File: src/rtl/key_expand_serial_pkg.sv
// Shared definitions for the byte-serial AES key-expansion engine.
//   - ks_nr / ks_total_bytes : round count and round-key byte count for a given NK
//   - RCON_POLY / RCON_INIT  : GF(2^8) reduction constant and first Rcon value
//   - ks_state_e             : engine state encoding
//   - xtime                  : multiply-by-x in GF(2^8)
package key_expand_serial_pkg;

    localparam logic [7:0] RCON_POLY = 8'h1b;
    localparam logic [7:0] RCON_INIT = 8'h01;

    typedef enum logic [2:0] {
        ST_IDLE  = 3'd0,
        ST_LOAD  = 3'd1,
        ST_CALC  = 3'd2,
        ST_SWAIT = 3'd3,
        ST_OUT   = 3'd4
    } ks_state_e;

    function automatic int ks_nr(input int nk);
        return nk + 6;
    endfunction

    // 16 bytes per round key, NR+1 round keys.
    function automatic int ks_total_bytes(input int nk);
        return 16 * (ks_nr(nk) + 1);
    endfunction

    function automatic logic [7:0] xtime(input logic [7:0] b);
        return {b[6:0], 1'b0} ^ (b[7] ? RCON_POLY : 8'h00);
    endfunction

endpackage

File: src/rtl/ks_rcon_gen.sv
// Rcon generator: 8-bit register holding the current round constant.
//   clk, rst : clock, asynchronous active-high reset (value returns to 01)
//   init     : reload 01 (start of a new key)
//   advance  : step to xtime(rcon)
//   rcon     : current round constant
module ks_rcon_gen
    import key_expand_serial_pkg::*;
(
    input  logic       clk,
    input  logic       rst,
    input  logic       init,
    input  logic       advance,
    output logic [7:0] rcon
);

    logic [7:0] rcon_q;
    logic [7:0] rcon_d;

    always_comb begin
        rcon_d = rcon_q;
        if (init) begin
            rcon_d = RCON_INIT;
        end else if (advance) begin
            rcon_d = xtime(rcon_q);
        end
    end

    always_ff @(posedge clk or posedge rst) begin
        if (rst) begin
            rcon_q <= RCON_INIT;
        end else begin
            rcon_q <= rcon_d;
        end
    end

    assign rcon = rcon_q;

endmodule

File: src/rtl/key_expand_serial.sv
// Byte-serial AES key expansion (AES-128/192/256 via NK = 4/6/8).
// Loads the cipher key one byte per key_valid/key_ready handshake, then streams
// every round-key byte over rk_valid/rk_ready, using an external shared S-box
// with SBOX_LAT cycles of latency.
//   start, key_in, key_valid, key_ready : key-load interface
//   sbox_in (registered), sbox_out      : shared S-box port
//   rk_out (registered), rk_valid, rk_ready, rk_last, round_idx : round-key stream
//   busy                                : engine not idle
module key_expand_serial
    import key_expand_serial_pkg::*;
#(
    parameter int NK       = 4,
    parameter int SBOX_LAT = 1
) (
    input  logic       clk,
    input  logic       rst,
    input  logic       start,
    input  logic [7:0] key_in,
    input  logic       key_valid,
    output logic       key_ready,
    output logic [7:0] sbox_in,
    input  logic [7:0] sbox_out,
    output logic [7:0] rk_out,
    output logic       rk_valid,
    input  logic       rk_ready,
    output logic       rk_last,
    output logic [3:0] round_idx,
    output logic       busy
);

    localparam int         WIN       = 4 * NK;
    localparam int         IW        = $clog2(WIN);
    localparam logic [7:0] LAST_CNT  = 8'(ks_total_bytes(NK) - 1);
    localparam logic [7:0] KEY_BYTES = 8'(WIN);
    localparam logic [7:0] LOAD_LAST = 8'(WIN - 1);
    localparam logic [3:0] WMOD_LAST = 4'(NK - 1);
    localparam logic [1:0] LAT_LAST  = 2'(SBOX_LAT - 1);

    ks_state_e  state_q, state_d;
    logic [7:0] window_q [WIN];
    logic [7:0] window_d [WIN];
    logic [7:0] cnt_q, cnt_d;
    logic [3:0] wmod_q, wmod_d;     // word index mod NK
    logic [1:0] lat_q, lat_d;
    logic [7:0] rk_out_q, rk_out_d;
    logic [7:0] sbox_in_q, sbox_in_d;

    logic       shift_en;
    logic [7:0] shift_byte;
    logic       rcon_init, rcon_adv;
    logic [7:0] rcon;

    ks_rcon_gen u_rcon (
        .clk     (clk),
        .rst     (rst),
        .init    (rcon_init),
        .advance (rcon_adv),
        .rcon    (rcon)
    );

    // Window: position 0 is the oldest byte; new bytes enter at WIN-1.
    genvar gi;
    for (gi = 0; gi < WIN; gi++) begin : g_win
        if (gi == WIN - 1) begin : g_tail
            assign window_d[gi] = shift_en ? shift_byte : window_q[gi];
        end else begin : g_body
            assign window_d[gi] = shift_en ? window_q[gi + 1] : window_q[gi];
        end
        always_ff @(posedge clk or posedge rst) begin
            if (rst) begin
                window_q[gi] <= 8'h00;
            end else begin
                window_q[gi] <= window_d[gi];
            end
        end
    end

    // Byte/word decode of the byte currently being produced.
    logic [1:0]    j;
    logic          key_word, rot_word, sub_word, rcon_byte;
    logic [1:0]    k_sel;
    logic [IW-1:0] sub_idx;

    assign j         = cnt_q[1:0];
    assign key_word  = (cnt_q < KEY_BYTES);
    assign rot_word  = (wmod_q == 4'd0);
    assign sub_word  = !key_word && (rot_word || (NK == 8 && wmod_q == 4'd4));
    assign rcon_byte = !key_word && rot_word && (j == 2'd0);
    // RotWord picks the next byte of w[i-1]; the 2-bit add wraps mod 4.
    assign k_sel     = rot_word ? j + 2'd1 : j;
    // w[i-1] byte k sits at window position WIN-4+k-j.
    assign sub_idx   = IW'(WIN - 4) + IW'(k_sel) - IW'(j);

    always_comb begin
        state_d    = state_q;
        cnt_d      = cnt_q;
        wmod_d     = wmod_q;
        lat_d      = lat_q;
        rk_out_d   = rk_out_q;
        sbox_in_d  = sbox_in_q;
        shift_en   = 1'b0;
        shift_byte = key_in;
        rcon_init  = 1'b0;
        rcon_adv   = 1'b0;
        case (state_q)
            ST_IDLE: begin
                if (start) begin
                    state_d   = ST_LOAD;
                    cnt_d     = 8'd0;
                    rcon_init = 1'b1;
                end
            end
            ST_LOAD: begin
                if (key_valid) begin
                    shift_en = 1'b1;
                    if (cnt_q == LOAD_LAST) begin
                        cnt_d   = 8'd0;
                        wmod_d  = 4'd0;
                        state_d = ST_CALC;
                    end else begin
                        cnt_d = cnt_q + 8'd1;
                    end
                end
            end
            ST_CALC: begin
                if (key_word) begin
                    rk_out_d = window_q[0];
                    state_d  = ST_OUT;
                end else if (sub_word) begin
                    sbox_in_d = window_q[sub_idx];
                    lat_d     = 2'd0;
                    state_d   = ST_SWAIT;
                end else begin
                    rk_out_d = window_q[0] ^ window_q[WIN-4];
                    state_d  = ST_OUT;
                end
            end
            ST_SWAIT: begin
                if (lat_q == LAT_LAST) begin
                    rk_out_d = window_q[0] ^ sbox_out ^ (rcon_byte ? rcon : 8'h00);
                    state_d  = ST_OUT;
                end else begin
                    lat_d = lat_q + 2'd1;
                end
            end
            ST_OUT: begin
                if (rk_ready) begin
                    // Key words re-enter the window, so it always holds the last WIN bytes.
                    shift_en   = 1'b1;
                    shift_byte = rk_out_q;
                    rcon_adv   = rcon_byte;
                    if (j == 2'd3) begin
                        wmod_d = (wmod_q == WMOD_LAST) ? 4'd0 : wmod_q + 4'd1;
                    end
                    if (cnt_q == LAST_CNT) begin
                        cnt_d   = 8'd0;
                        wmod_d  = 4'd0;
                        state_d = ST_IDLE;
                    end else begin
                        cnt_d   = cnt_q + 8'd1;
                        state_d = ST_CALC;
                    end
                end
            end
            default: state_d = ST_IDLE;
        endcase
    end

    always_ff @(posedge clk or posedge rst) begin
        if (rst) begin
            state_q   <= ST_IDLE;
            cnt_q     <= 8'd0;
            wmod_q    <= 4'd0;
            lat_q     <= 2'd0;
            rk_out_q  <= 8'h00;
            sbox_in_q <= 8'h00;
        end else begin
            state_q   <= state_d;
            cnt_q     <= cnt_d;
            wmod_q    <= wmod_d;
            lat_q     <= lat_d;
            rk_out_q  <= rk_out_d;
            sbox_in_q <= sbox_in_d;
        end
    end

    assign key_ready = (state_q == ST_LOAD);
    assign rk_valid  = (state_q == ST_OUT);
    assign rk_last   = (state_q == ST_OUT) && (cnt_q == LAST_CNT);
    assign round_idx = (state_q == ST_OUT) ? cnt_q[7:4] : 4'd0;
    assign busy      = (state_q != ST_IDLE);
    assign rk_out    = rk_out_q;
    assign sbox_in   = sbox_in_q;

endmodule

File: config.mk
export PLATFORM = sky130hd
export DESIGN_NAME = key_expand_serial
export DESIGN_NICKNAME = d
export VERILOG_FILES = /design/src/rtl/key_expand_serial_pkg.sv /design/src/rtl/ks_rcon_gen.sv /design/src/rtl/key_expand_serial.sv
export SDC_FILE = /design/constraint.sdc
export NUM_CORES = 1
export LEC_CHECK = 0
export CAP_MARGIN = 40
export CORE_MARGIN = 2
export CORE_UTILIZATION = 54
export DETAILED_ROUTE_END_ITERATION = 6
export GPL_TIMING_DRIVEN = 0
export PLACE_DENSITY = 0.76
export SYNTH_ARGS = -nofsm -noshare
export SYNTH_HDL_FRONTEND = slang
export SYNTH_HIERARCHICAL = 1
export SYNTH_SLANG_ARGS = --single-unit
File: constraint.sdc
create_clock -name clk -period 5.05 [get_ports clk]
set_input_delay 0.7575 -clock clk [delete_from_list [all_inputs] [get_ports clk]]
set_output_delay 0.7575 -clock clk [all_outputs]
set_load 0.05 [all_outputs]
Word-level counts from Yosys, hierarchy flattened. Cells that the tools add are included.

Bits in latches: 0. ROM bits: 0. Word-level logic and storage cells: 122. Input bits: 21. Bits in writable memories: 0. Bits in registers: 169. Memories: 0.

Multiplexer cells: 48. $add $sub $neg: 6. Shifts and indexed selects: 0. Multipliers: 0. Equal/unequal tests: 18. Divide/modulo/power cells: 0. Reduce and logical (&&, ||, !) cells: 19. Order comparisons: 2. Bitwise gates (word level): 6.

Operator list (count): two-way mux 8 bit (15); binary-select mux 8 bit (select 4 bit) (1); XOR 8 bit (4); two-way mux 4 bit (7); one-hot mux 8 bit (3 select lines) (1); two-way mux 3 bit (7); one-hot mux 8 bit (2 select lines) (1); one-hot mux 3 bit (5 select lines) (1); inequality test 2 bit (second input constant) (6); two-way mux 2 bit (5); AND reduction 5 bit (2); adder 8 x 1 -> 8 bit (second input constant) (1); equality test 8 x 4 -> 1 bit (second input constant) (1); equality test 8 bit (second input constant) (1); < comparator 8 x 5 -> 1 bit (second input constant) (1); one-hot mux 4 bit (2 select lines) (1); AND reduction 4 bit (2); equality test 3 x 2 -> 1 bit (second input constant) (2); two-way mux 1 bit (6); AND reduction 3 bit (2); nonzero test 2 bit (3); nonzero test 3 bit (2); >= comparator 5 bit (second input constant) (1); two-way mux 5 bit (1); 20 further kinds (25).

Longest topological paths before layout. Gate-level depths: netlist of run 1.

Word-level depth: 8. Mapped depth: 11.

Modules after synthesis. The synthesis of run 1 kept the hierarchy.

By module, submodules not included: key_expand_serial (instances 1, cells each 614, area an instance 7578.5 um^2); ks_rcon_gen (instances 1, cells each 31, area an instance 352.8 um^2).

Least setup slack after synthesis of run 1. No wires, ideal clock.

Kind: flip-flop to flip-flop. From: register wmod_q[0]. To: register sbox_in_q[1], in the netlist sbox_in[1]. Setup time: 0.122 ns. Arrival time: 2.683 ns. Clock period less this slack: 2.804 ns. Stages on the path, launching flop included: 11. Required time: 4.928 ns. Setup slack: 2.246 ns. Cells stage by stage: dfrtp_1 -> inv_1 -> ha_1 -> nor3b_1 -> clkbuf_1 -> ha_1 -> xnor2_1 -> clkbuf_1 -> mux2i_1 -> a221oi_1 -> a32o_1.

Word-level cells in the longest chain between the ends: 8. Elaborated cells on any way between the ends: 10. Those cells by class: add/sub (2); mux (4); bitwise (1); reduce/logical (3).

Ends and longest elaborated chain: from (decl) (RTL line key_expand_serial.sv:43) `logic [3:0] wmod_q, wmod_d;`; from (signal assigned) (RTL line key_expand_serial.sv:180) `wmod_q <= wmod_d;`; zero test 4 bit (*) (RTL line key_expand_serial.sv:86) `assign rot_word = (wmod_q == 4'd0);`; two-way mux 2 bit (RTL line key_expand_serial.sv:90) `assign k_sel = rot_word ? j + 2'd1 : j;`; adder 3 x 3 -> 4 bit (RTL line key_expand_serial.sv:92) `assign sub_idx = IW'(WIN - 4) + IW'(k_sel) - IW'(j);`; subtractor 4 x 2 -> 4 bit (RTL line key_expand_serial.sv:92); inverter 4 -> 5 bit (not written as such) (RTL line key_expand_serial.sv:130) `sbox_in_d = window_q[sub_idx];`; binary-select mux 8 bit (select 4 bit) (RTL line key_expand_serial.sv:130); two-way mux 8 bit (not written as such) (2 in a row) (RTL line key_expand_serial.sv:130); to (signal assigned) (RTL line key_expand_serial.sv:183) `sbox_in_q <= sbox_in_d;`; to (decl) (RTL line key_expand_serial.sv:46) `logic [7:0] sbox_in_q, sbox_in_d;`.

Every way passes the cells marked *; elsewhere a longest branch is shown, timed or not. The select of a mux whose other input is x is not followed. A chain may end at the register's enable or synchronous reset.

Worst setup path after layout of run 1. Same ends and word-level chain as after synthesis.

==> results of run 1 <==
-- through the flow --
stage	instances	hold WS [ns]	cell area [sq um]
6_report	909	0.5059	9310
2_1_floorplan	645	0.4658	7935
4_1_cts	909	0.5051	9310
3_5_place_dp	877	0.4901	8686
5_1_grt	909	0.5175	9310
3_3_place_gp	873	0.4833	8606
-- final cells by class --
| class | count | area share |
|---|---|---|
| Sequential cell | 169 | 0.4544 |
| Multi-Input combinational cell | 424 | 0.3677 |
| Timing Repair Buffer | 48 | 0.05591 |
| Clock buffer | 22 | 0.05201 |
| Tap cell | 184 | 0.02473 |
| Buffer | 37 | 0.02325 |
| Clock inverter | 10 | 0.01505 |
| Inverter | 15 | 0.006988 |
-- power breakdown --
group / total (uW) / leakage [uW] / switching [uW] / internal (uW)
clock: 1360 / 0.000299 / 531 / 831
sequential: 2100 / 0.00227 / 335 / 1760
combinational: 1950 / 0.00172 / 1040 / 910
total: 5410 / 0.00429 / 1910 / 3510
-- worst reg2reg max path, delay by kind of cell (launching register included) --
family	cells	cell delay [ns]
compound gates	2	0.67
buf+inv	3	1.07
simple gates	1	0.40
xor+xnor	1	0.41
fa+ha+maj	2	0.50
flops	1	0.41
mux	1	0.20
-- routing by layer --
| metal | up-vias | track usage | share of wire | wire (microns) |
|---|---|---|---|---|
| met3 | 25 | 0.05092 | 0.044 | 738 |
| li1 | 2413 | - | - | - |
| met2 | 167 | 0.3667 | 0.49 | 8252 |
| met5 | - | 0 | 0 | 0 |
| met4 | 0 | 0.07124 | 0.018 | 304 |
| met1 | 2675 | 0.2993 | 0.44 | 7432 |
-- cell families (layout without fill, tap and decap cells) --
| kind of cell | count (synthesis) | in the layout | synth area share |
|---|---|---|---|
| AO/OA/AOI/OAI | 85 | 85 | 0.07683 |
| XOR/XNOR | 29 | 29 | 0.03202 |
| buffers and inverters | 52 | 132 | 0.03502 |
| adder cells (fa/ha/maj) | 7 | 7 | 0.01199 |
| flip-flops | 169 | 169 | 0.5334 |
| multiplexers | 150 | 150 | 0.2199 |
| AND/OR/NAND/NOR | 153 | 153 | 0.09087 |
-- synth_stat cells (13+ instances only) --
| library cell | instances | area [sq um] |
|---|---|---|
| xnor2_1 | 20 | 175.2 |
| buf_2 | 13 | 65.06 |
| nand3_1 | 18 | 90.09 |
| o21ai_0 | 22 | 110.1 |
| mux2_2 | 98 | 1104 |
| nor2_1 | 25 | 93.84 |
| nand2_1 | 69 | 259.0 |
| mux2_4 | 24 | 360.4 |
| mux2i_1 | 28 | 280.3 |
| dfrtp_1 | 168 | 4204 |
| inv_1 | 14 | 52.55 |
| a22o_1 | 14 | 122.6 |
-- state kept, by name, indices dropped and copies added (netlist names) --
| signal | count |
|---|---|
| rk_out | 8 |
| lat_q | 2 |
| wmod_q | 4 |
| u_rcon/rcon | 8 |
| cnt_q | 8 |
| state_q | 3 |
| window_q | 128 |
| sbox_in | 8 |
-- worst max-delay path by stage --
stage / start / end / slack, ns / cells past startpoint
floorplan: rst / cnt_q[0] / 2.25 / 1
global placement: rst / window_q[65] / 1.01 / 2
detailed placement: wmod_q[0] / sbox_in[1] / 1.40 / 10
CTS: wmod_q[0] / sbox_in[1] / 1.37 / 10
global route: wmod_q[0] / sbox_in[4] / 1.07 / 11
finish: wmod_q[0] / sbox_in[1] / 1.33 / 10
==> reports/metrics.cfg, run 1 <==
[sta]
setup-tns-final_ns = 0
hold_violations = 0
fin_worst_skew_ns = 0.008437
period_share = 0.7374
setup_viol_count_final = 0
tightestPinTransition_ns = 0.7798
period_needed_ns = 3.724
slew_violations = 0
max_slew_margin = 0.4746
worst_slack_ns = 1.326
rsz0062_at_grt = no
fmax_mhz = 268.5

[finish]
diodes = 0
area_delta_synth_final_pct = 17.38
seq_area_sq_um = 4230
finish.utilization = 0.6455
multiInputGateArea_sq_um = 3423
layout_common_cells = 168 x dfrtp_1, 98 x mux2_2, 69 x nand2_1
final.fill_count = 1078
final_common_cell = dfrtp_1
final_layout_size_suffix_gt1_frac = 0.2579
fin_nets = 740

[setup_path]
criticalPathCategory = reg -> reg
cpPeakStageDelay_ns = 0.55
reg2reg_from = wmod_q[0]
endpoint_kind = flop
worstPathArrival_ns = 4.09
r2r-end = sbox_in[1]
start_kind = flop
r2r_slack_ns = 1.33
crit_required_ns = 5.41
crit_family = buffers and inverters
cpMaxStageDelayCell = clkbuf_1
path_buf_inv = 3
r2r_cells = 10
critPathMaxFanout = 10
path_cells = inv_1, ha_1, nor3b_1, clkbuf_1, ha_1, xnor2_1, clkbuf_1, mux2i_1, a221oi_1, a32o_1

[placement]
place_hpwl_microns = 11880
dpl_worst_slack_ns = 1.399
port_buffers = 44
place.gp.congestion = 0.8242

[logic_synthesis]
syn_area_per_cell_sq_um = 12.30
synthArstFlopShare = 1.000
synth_edf_count = 0
synth_warnings = 6
netlist_area_sq_um = 7931
synth_seq_cells = 169
yosysSeqAreaShare = 0.5334
synthFlopType = dfrtp_1
synth.distinct_cells = 53
syn_inst = 645
syn-num-nets = 673

[global_route]
antenna_found_initial = 0
grt_pass1_vias = 5415
grt_overflow = 0
track_usage = 0.2239
grt_pass1_wl_microns = 27810
grt_max_degree = 38

[floorplanning]
rows = 44
io_pins = 45
die_area_sq_um = 15670
initial_core_util = 0.5499
fp.dieW_microns = 125.2
core_sq_um = 14420
die_h_microns = 125.2

[drt]
initialDrtViolationCount = 392
num_vias = 5280
first_pass_iters = 5
drcViolationCount = 0
wire_per_inst_microns = 18.40
final_antenna_net_count = 0
avgViaCountPerCell = 5.809
totalWireLength_microns = 16730

[worst_hold_path]
worst_hold_startpoint = window_q[79]
hold-path-cell-count = 1
holdPathEnd = window_q[87]
hp-class = reg -> reg

[cts]
clockBufferDepth = 2
clkSlewWorstSetupHoldPaths_ns = 0.06
cts_tree = built
htreeDepth = 4
cts_hold_buf = 0
ctsRootBufferMaster = clkbuf_16
cts.sinks = 169
cts_resized = 0
post_cts_buffers = 0
cts_buffers = 17
clk_latency_ns = 0.43

[power]
powerDensity_nw_per_um2 = 581.2
power_uw = 5411
leakage_uw = 0.004286
ir_worst_vdd_v = 0.0003299

[run_status]
status = completed

[job]
maxCapViolations = 0

Power figures use the tool's default switching activity.
==> inputs of run 2 (changes only) <==
==> constraint.sdc (replaced) <==
create_clock -name clk -period 3 [get_ports clk]
set_input_delay 0.45 -clock clk [delete_from_list [all_inputs] [get_ports clk]]
set_output_delay 0.45 -clock clk [all_outputs]
set_load 0.05 [all_outputs]
==> reports/metrics.cfg, run 2 (synthesized netlist as in run 1, its figures left out) <==
[cts]
clkSlewWorstSetupHoldPaths_ns = 0.06  ; about the same
htreeDepth = 4  ; unchanged
cts.sinks = 169  ; unchanged
cts_tree = built  ; unchanged
cts_buffers = 17  ; unchanged
cts_hold_buf = 0  ; unchanged
ctsRootBufferMaster = clkbuf_16  ; unchanged
clk_latency_ns = 0.44  ; was 0.43 ns
clockBufferDepth = 2  ; unchanged

[finish]
fin_nets = 740  ; unchanged
diodes = 0  ; unchanged
final.fill_count = 1058  ; was 1,078
seq_area_sq_um = 4230  ; unchanged
final_layout_size_suffix_gt1_frac = 0.2869  ; was 0.2579
multiInputGateArea_sq_um = 3532  ; was 3423 sq um
area_delta_synth_final_pct = 18.91  ; was 17.38%
largest_register = window_q  ; unchanged
stdcell_count = 909  ; unchanged
final_common_cell = dfrtp_1  ; unchanged
largest_register_ffs = 128  ; unchanged
layout_common_cells = 168 x dfrtp_1, 98 x mux2_2, 69 x nand2_1  ; unchanged

[drt]
route.met3.wl_microns = 630  ; was 738 microns
top_layer = met4  ; unchanged
num_vias = 5257  ; was 5,280
wire_per_inst_microns = 18.92  ; was 18.40 microns
drcViolationCount = 0  ; unchanged
avgViaCountPerCell = 5.783  ; was 5.809
final_antenna_net_count = 0  ; unchanged
first_pass_iters = 4  ; was 5
wl_met1_microns = 7734  ; was 7432 microns
initialDrtViolationCount = 324  ; was 392
wl_met2_microns = 8525  ; was 8252 microns
totalWireLength_microns = 17200  ; was 16,730 microns

[floorplanning]
fp.dieW_microns = 125.2  ; unchanged
initial_core_util = 0.5499  ; unchanged
die_area_sq_um = 15670  ; unchanged
core_sq_um = 14420  ; unchanged
rows = 44  ; unchanged
die_h_microns = 125.2  ; unchanged
io_pins = 45  ; unchanged

[power]
internal_power_uw = 5982  ; was 3505 uW
powerDensity_nw_per_um2 = 995.2  ; was 581.2 nW/um^2
swShare = 0.3627  ; was 0.3522
leakage_uw = 0.004342  ; was 0.004286 uW
power_uw = 9386  ; was 5411 uW
ir_worst_vdd_v = 0.0005888  ; was 0.0003299 V
p_seq_frac = 0.378  ; was 0.388
combPwrFrac = 0.376  ; was 0.360
power_switching_uw = 3404  ; was 1906 uW
pwr-share-clk = 0.246  ; was 0.252

[global_route]
grt_pass1_vias = 5409  ; was 5,415
antenna_found_initial = 0  ; unchanged
grt_max_degree = 38  ; unchanged
grt_pass1_wl_microns = 27880  ; was 27,810 microns
track_usage = 0.2242  ; was 0.2239
grt_overflow = 0  ; unchanged

[sta]
slew_violations = 0  ; unchanged
max_slew_margin = 0.4702  ; was 0.4746
period_share = 0.9678
setup_viol_count_final = 0  ; unchanged
fmax_mhz = 344.4
fin_worst_skew_ns = 0.007764  ; was 0.008437 ns
hold_violations = 0  ; unchanged
tightestPinTransition_ns = 0.7863  ; was 0.7798 ns
period_needed_ns = 2.903

[setup_path]
cpMaxStageDelayCell = clkdlybuf4s50_1  ; was clkbuf_1
path_cells = or3b_1, buf_6, inv_6, and2_1, clkdlybuf4s50_1  ; was inv_1, ha_1, nor3b_1, clkbuf_1, ha_1, xnor2_1, clkbuf_1, mux2i_1, a221oi_1, a32o_1
critPathMaxFanout = 8  ; was 10
worstPathArrival_ns = 2.45  ; was 4.09 ns
start_kind = flop  ; unchanged
crit_required_ns = 2.55  ; was 5.41 ns
cpPeakStageDelay_ns = 0.80  ; was 0.55 ns
path_buf_inv = 3  ; unchanged
endpoint_kind = output port  ; was flop
crit_family = buffers and inverters  ; unchanged
criticalPathCategory = reg -> out  ; was reg -> reg
r2r_slack_ns = 0.11  ; was 1.33 ns

[placement]
dp_cells = 877  ; unchanged
place_hpwl_microns = 11880  ; unchanged
place.gp.congestion = 0.8242  ; unchanged
port_buffers = 44  ; unchanged

[worst_hold_path]
hp-class = in -> async  ; was reg -> reg

[run_status]
status = completed  ; unchanged

[job]
maxCapViolations = 0  ; unchanged

-- run 2: worst register-to-register path: stages (launching register included) --
cell,delay (ns)
dfrtp_1,0.41
inv_1,0.07
ha_1,0.15
nor3b_4,0.24
buf_4,0.23
ha_1,0.32
xnor2_2,0.34
clkbuf_4,0.32
mux2i_2,0.32
a221oi_4,0.11
a32o_1,0.28
-- run 2: final timing paths --
path | depth (start not counted) | startpoint | end
setup / recovery | 5 | state_q[1] | round_idx[0]
hold reg to reg | 1 | window_q[79] | window_q[87]
hold / removal | 2 | rst | u_rcon/rcon[2]
max in group asynchronous | 4 | rst | window_q[29]
setup reg to reg | 10 | wmod_q[0] | sbox_in[1]
min in group clk | 1 | window_q[79] | window_q[87]
-- run 2: per-layer routing --
layer,up-vias,GRT usage
met1,2685,0.3003
li1,2418,-
met5,-,0
met3,27,0.05092
met4,0,0.07124
met2,127,0.3670
-- run 2: layout make-up --
cell class                 count  share of cell area
inverter                      15            0.006898
tap                          184             0.02441
timing repair buffer          48             0.05505
clock inverter                10             0.01486
buffer                        37             0.02441
multi-input combinational    424              0.3745
sequential                   169              0.4485
clock buffer                  22             0.05134
-- run 2: power by group through the flow --
stage / clock network, uW / logic, uW / registers, uW
floorplan: 0 / 2420 / 3490
global placement: 0 / 3130 / 3510
detailed placement: 0 / 3260 / 3550
CTS: 2340 / 3350 / 3530
global route: 2410 / 3800 / 3630
finish: 2310 / 3530 / 3550
-- run 2: per-stage QoR --
step                utilization  hold slack [ns]  cell area [sq um]  setup slack [ns]  TNS (ns)
floorplan                     -           0.2649               7935            0.1959         0
global placement         0.5966           0.4833               8606           -0.7321   -121.47
detailed placement       0.6022           0.4901               8686           -0.6508    -4.834
CTS                      0.6485           0.3617               9354           0.02729         0
global route             0.6539           0.3983               9432          -0.07029   -0.1885
finish                   0.6539           0.3552               9432           0.09670         0
-- run 2: repair_timing --
item | in CTS | in global routing
gates resized for setup | 13 | 17
setup endpoints to repair | 8 | 8
setup buffers | 0 | 0
==> inputs of run 3 (changes only) <==
--- a/config.mk
+++ b/config.mk
@@ -7,10 +7,11 @@
 export LEC_CHECK = 0
 export CAP_MARGIN = 40
 export CORE_MARGIN = 2
-export CORE_UTILIZATION = 54
+export CORE_UTILIZATION = 55
+export CTS_BUF_LIST = sky130_fd_sc_hd__clkbuf_4 sky130_fd_sc_hd__clkbuf_8
 export DETAILED_ROUTE_END_ITERATION = 6
 export GPL_TIMING_DRIVEN = 0
-export PLACE_DENSITY = 0.76
+export PLACE_DENSITY = 0.77
 export SYNTH_ARGS = -nofsm -noshare
 export SYNTH_HDL_FRONTEND = slang
 export SYNTH_HIERARCHICAL = 1
==> reports/metrics.cfg, run 3 (synthesized netlist as in run 1, its figures left out) <==
[power]
power_uw = 8833  ; was 9386 uW
internal_power_uw = 5508  ; was 5982 uW
combPwrFrac = 0.401  ; was 0.376
powerDensity_nw_per_um2 = 953.4  ; was 995.2 nW/um^2
swShare = 0.3765  ; was 0.3627
ir_worst_vdd_v = 0.0005589  ; was 0.0005888 V
leakage_uw = 0.004316  ; was 0.004342 uW
power_switching_uw = 3325  ; was 3404 uW
pwr-share-clk = 0.198  ; was 0.246
p_seq_frac = 0.401  ; was 0.378

[finish]
layout_common_cells = 168 x dfrtp_1, 98 x mux2_2, 69 x nand2_1  ; unchanged
area_delta_synth_final_pct = 16.82  ; was 18.91%
stdcell_count = 905  ; was 909
largest_register = window_q  ; unchanged
final_layout_size_suffix_gt1_frac = 0.2869  ; unchanged
diodes = 0  ; unchanged
final_common_cell = dfrtp_1  ; unchanged
finish.utilization = 0.6623  ; was 0.6539
fin_nets = 740  ; unchanged
largest_register_ffs = 128  ; unchanged
fin_area_sq_um = 9265  ; was 9432 sq um

[global_route]
grt_max_degree = 36  ; was 38
antenna_found_initial = 0  ; unchanged
track_usage = 0.2341  ; was 0.2242
grt_pass1_wl_microns = 27160  ; was 27,880 microns
grt_pass1_vias = 5209  ; was 5,409
grt_overflow = 0  ; unchanged

[setup_path]
criticalPathCategory = reg -> reg  ; was reg -> out
critPathMaxFanout = 10  ; was 8
start_kind = flop  ; unchanged
worstPathArrival_ns = 3.21  ; was 2.45 ns
crit_required_ns = 3.35  ; was 2.55 ns
endpoint_kind = flop  ; was output port

[floorplanning]
fp.dieW_microns = 124.1  ; was 125.2 microns
io_pins = 45  ; unchanged
die_h_microns = 124.1  ; was 125.2 microns
rows = 43  ; was 44
die_area_sq_um = 15400  ; was 15,670 sq um
core_sq_um = 13990  ; was 14,420 sq um
initial_core_util = 0.5670  ; was 0.5499

[job]
maxCapViolations = 0  ; unchanged

[sta]
setup_viol_count_final = 0  ; unchanged
slew_violations = 0  ; unchanged
period_needed_ns = 2.861  ; was 2.903 ns
max_slew_margin = 0.4840  ; was 0.4702
worst_slack_ns = 0.1386  ; was 0.09670 ns
period_share = 0.9538  ; was 0.9678
fmax_mhz = 349.5  ; was 344.4 MHz
tightestPinTransition_ns = 0.7723  ; was 0.7863 ns
fin_worst_skew_ns = 0.01199  ; was 0.007764 ns
hold_violations = 0  ; unchanged

[drt]
avgViaCountPerCell = 5.759  ; was 5.783
num_vias = 5212  ; was 5,257
drcViolationCount = 0  ; unchanged
first_pass_iters = 4  ; unchanged
final_antenna_net_count = 0  ; unchanged
wire_per_inst_microns = 18.62  ; was 18.92 microns
totalWireLength_microns = 16850  ; was 17,200 microns
initialDrtViolationCount = 386  ; was 324

[placement]
dp_cells = 873  ; was 877
placed_cell_area_sq_um = 8681  ; was 8686 sq um
place_hpwl_microns = 11830  ; was 11,880 microns
dpl_worst_slack_ns = -0.6123  ; was -0.6508 ns
port_buffers = 44  ; unchanged
place.gp.congestion = 0.8680  ; was 0.8242

[cts]
clkSlewWorstSetupHoldPaths_ns = 0.09  ; was 0.06 ns
clk_latency_ns = 0.46  ; was 0.44 ns
clockBufferDepth = 2  ; unchanged
cts.sinks = 169  ; unchanged
htreeDepth = 4  ; unchanged
ctsRootBufferMaster = clkbuf_8  ; was clkbuf_16
cts_tree = built  ; unchanged
cts_buffers = 17  ; unchanged

[run_status]
status = completed  ; unchanged

[worst_hold_path]
hp-class = in -> async  ; unchanged

==> run 3: changes by cell type in the layout (fill, tap and decap cells not counted), sizes merged <==
cell | before | now
dlygate4sd2 | 1 | 0
clkdlybuf4s15 | 0 | 1
dlymetal6s2s | 0 | 3
clkdlybuf4s50 | 43 | 40
==> run 3: cell type report <==
cell class | instances | area, sq um
inverters | 15 | 65.06
well taps | 180 | 225.2
flip-flops and latches | 169 | 4230
clock buffers | 22 | 296.5
multi-input cells | 424 | 3545
fillers | 1037 | 4723
repair buffers | 48 | 528.0
clock inverters | 10 | 140.1
plain buffers | 37 | 235.2
==> run 3: power by group through the flow <==
stage / clock, uW / sequential [uW] / combinational (uW)
2_1_floorplan: 0 / 3490 / 2420
3_3_place_gp: 0 / 3510 / 3140
3_5_place_dp: 0 / 3560 / 3260
4_1_cts: 1780 / 3530 / 3320
5_1_grt: 1890 / 3620 / 3810
6_report: 1750 / 3540 / 3540
==> run 3: worst paths after layout <==
check	startpoint	end	slack, ns	cells after the start
max in group asynchronous	rst	sbox_in[3]	1.65	4
max reg2reg	wmod_q[0]	sbox_in[5]	0.14	10
min	rst	u_rcon/rcon[5]	0.31	2
max	wmod_q[0]	sbox_in[5]	0.14	10
min reg2reg	sbox_in[2]	sbox_in[2]	0.50	1
min in group clk	sbox_in[2]	sbox_in[2]	0.50	1
==> run 3: what timing repair did <==
action,in CTS,in global routing
resized for setup,9,29
buffers inserted,0,0
pin swaps,0,2
endpoints found under the hold margin,0,0
endpoints found under the setup margin,9,11
hold buffers,0,0
==> run 3: per-layer routing <==
| layer | wire length, microns | GRT usage |
|---|---|---|
| met2 | 7986 | 0.3678 |
| met5 | 0 | 0 |
| met1 | 7979 | 0.3294 |
| met3 | 726 | 0.05357 |
| met4 | 155 | 0.06320 |
==> run 3: per-stage QoR <==
stage	hold WS, ns	TNS, ns
floorplan	0.2649	0
global placement	0.4797	-118.69
detailed placement	0.4865	-4.671
CTS	0.2955	-0.1133
global route	0.3284	-0.0003315
finish	0.3109	0
==> run 3: worst max-delay path: stages (launching register included) <==
cell,delay (ns)
dfrtp_1,0.43
inv_1,0.06
ha_1,0.20
nor3b_4,0.16
buf_6,0.15
ha_1,0.21
fa_2,0.61
and2_1,0.15
buf_1,0.35
nand3_1,0.17
a32o_1,0.25
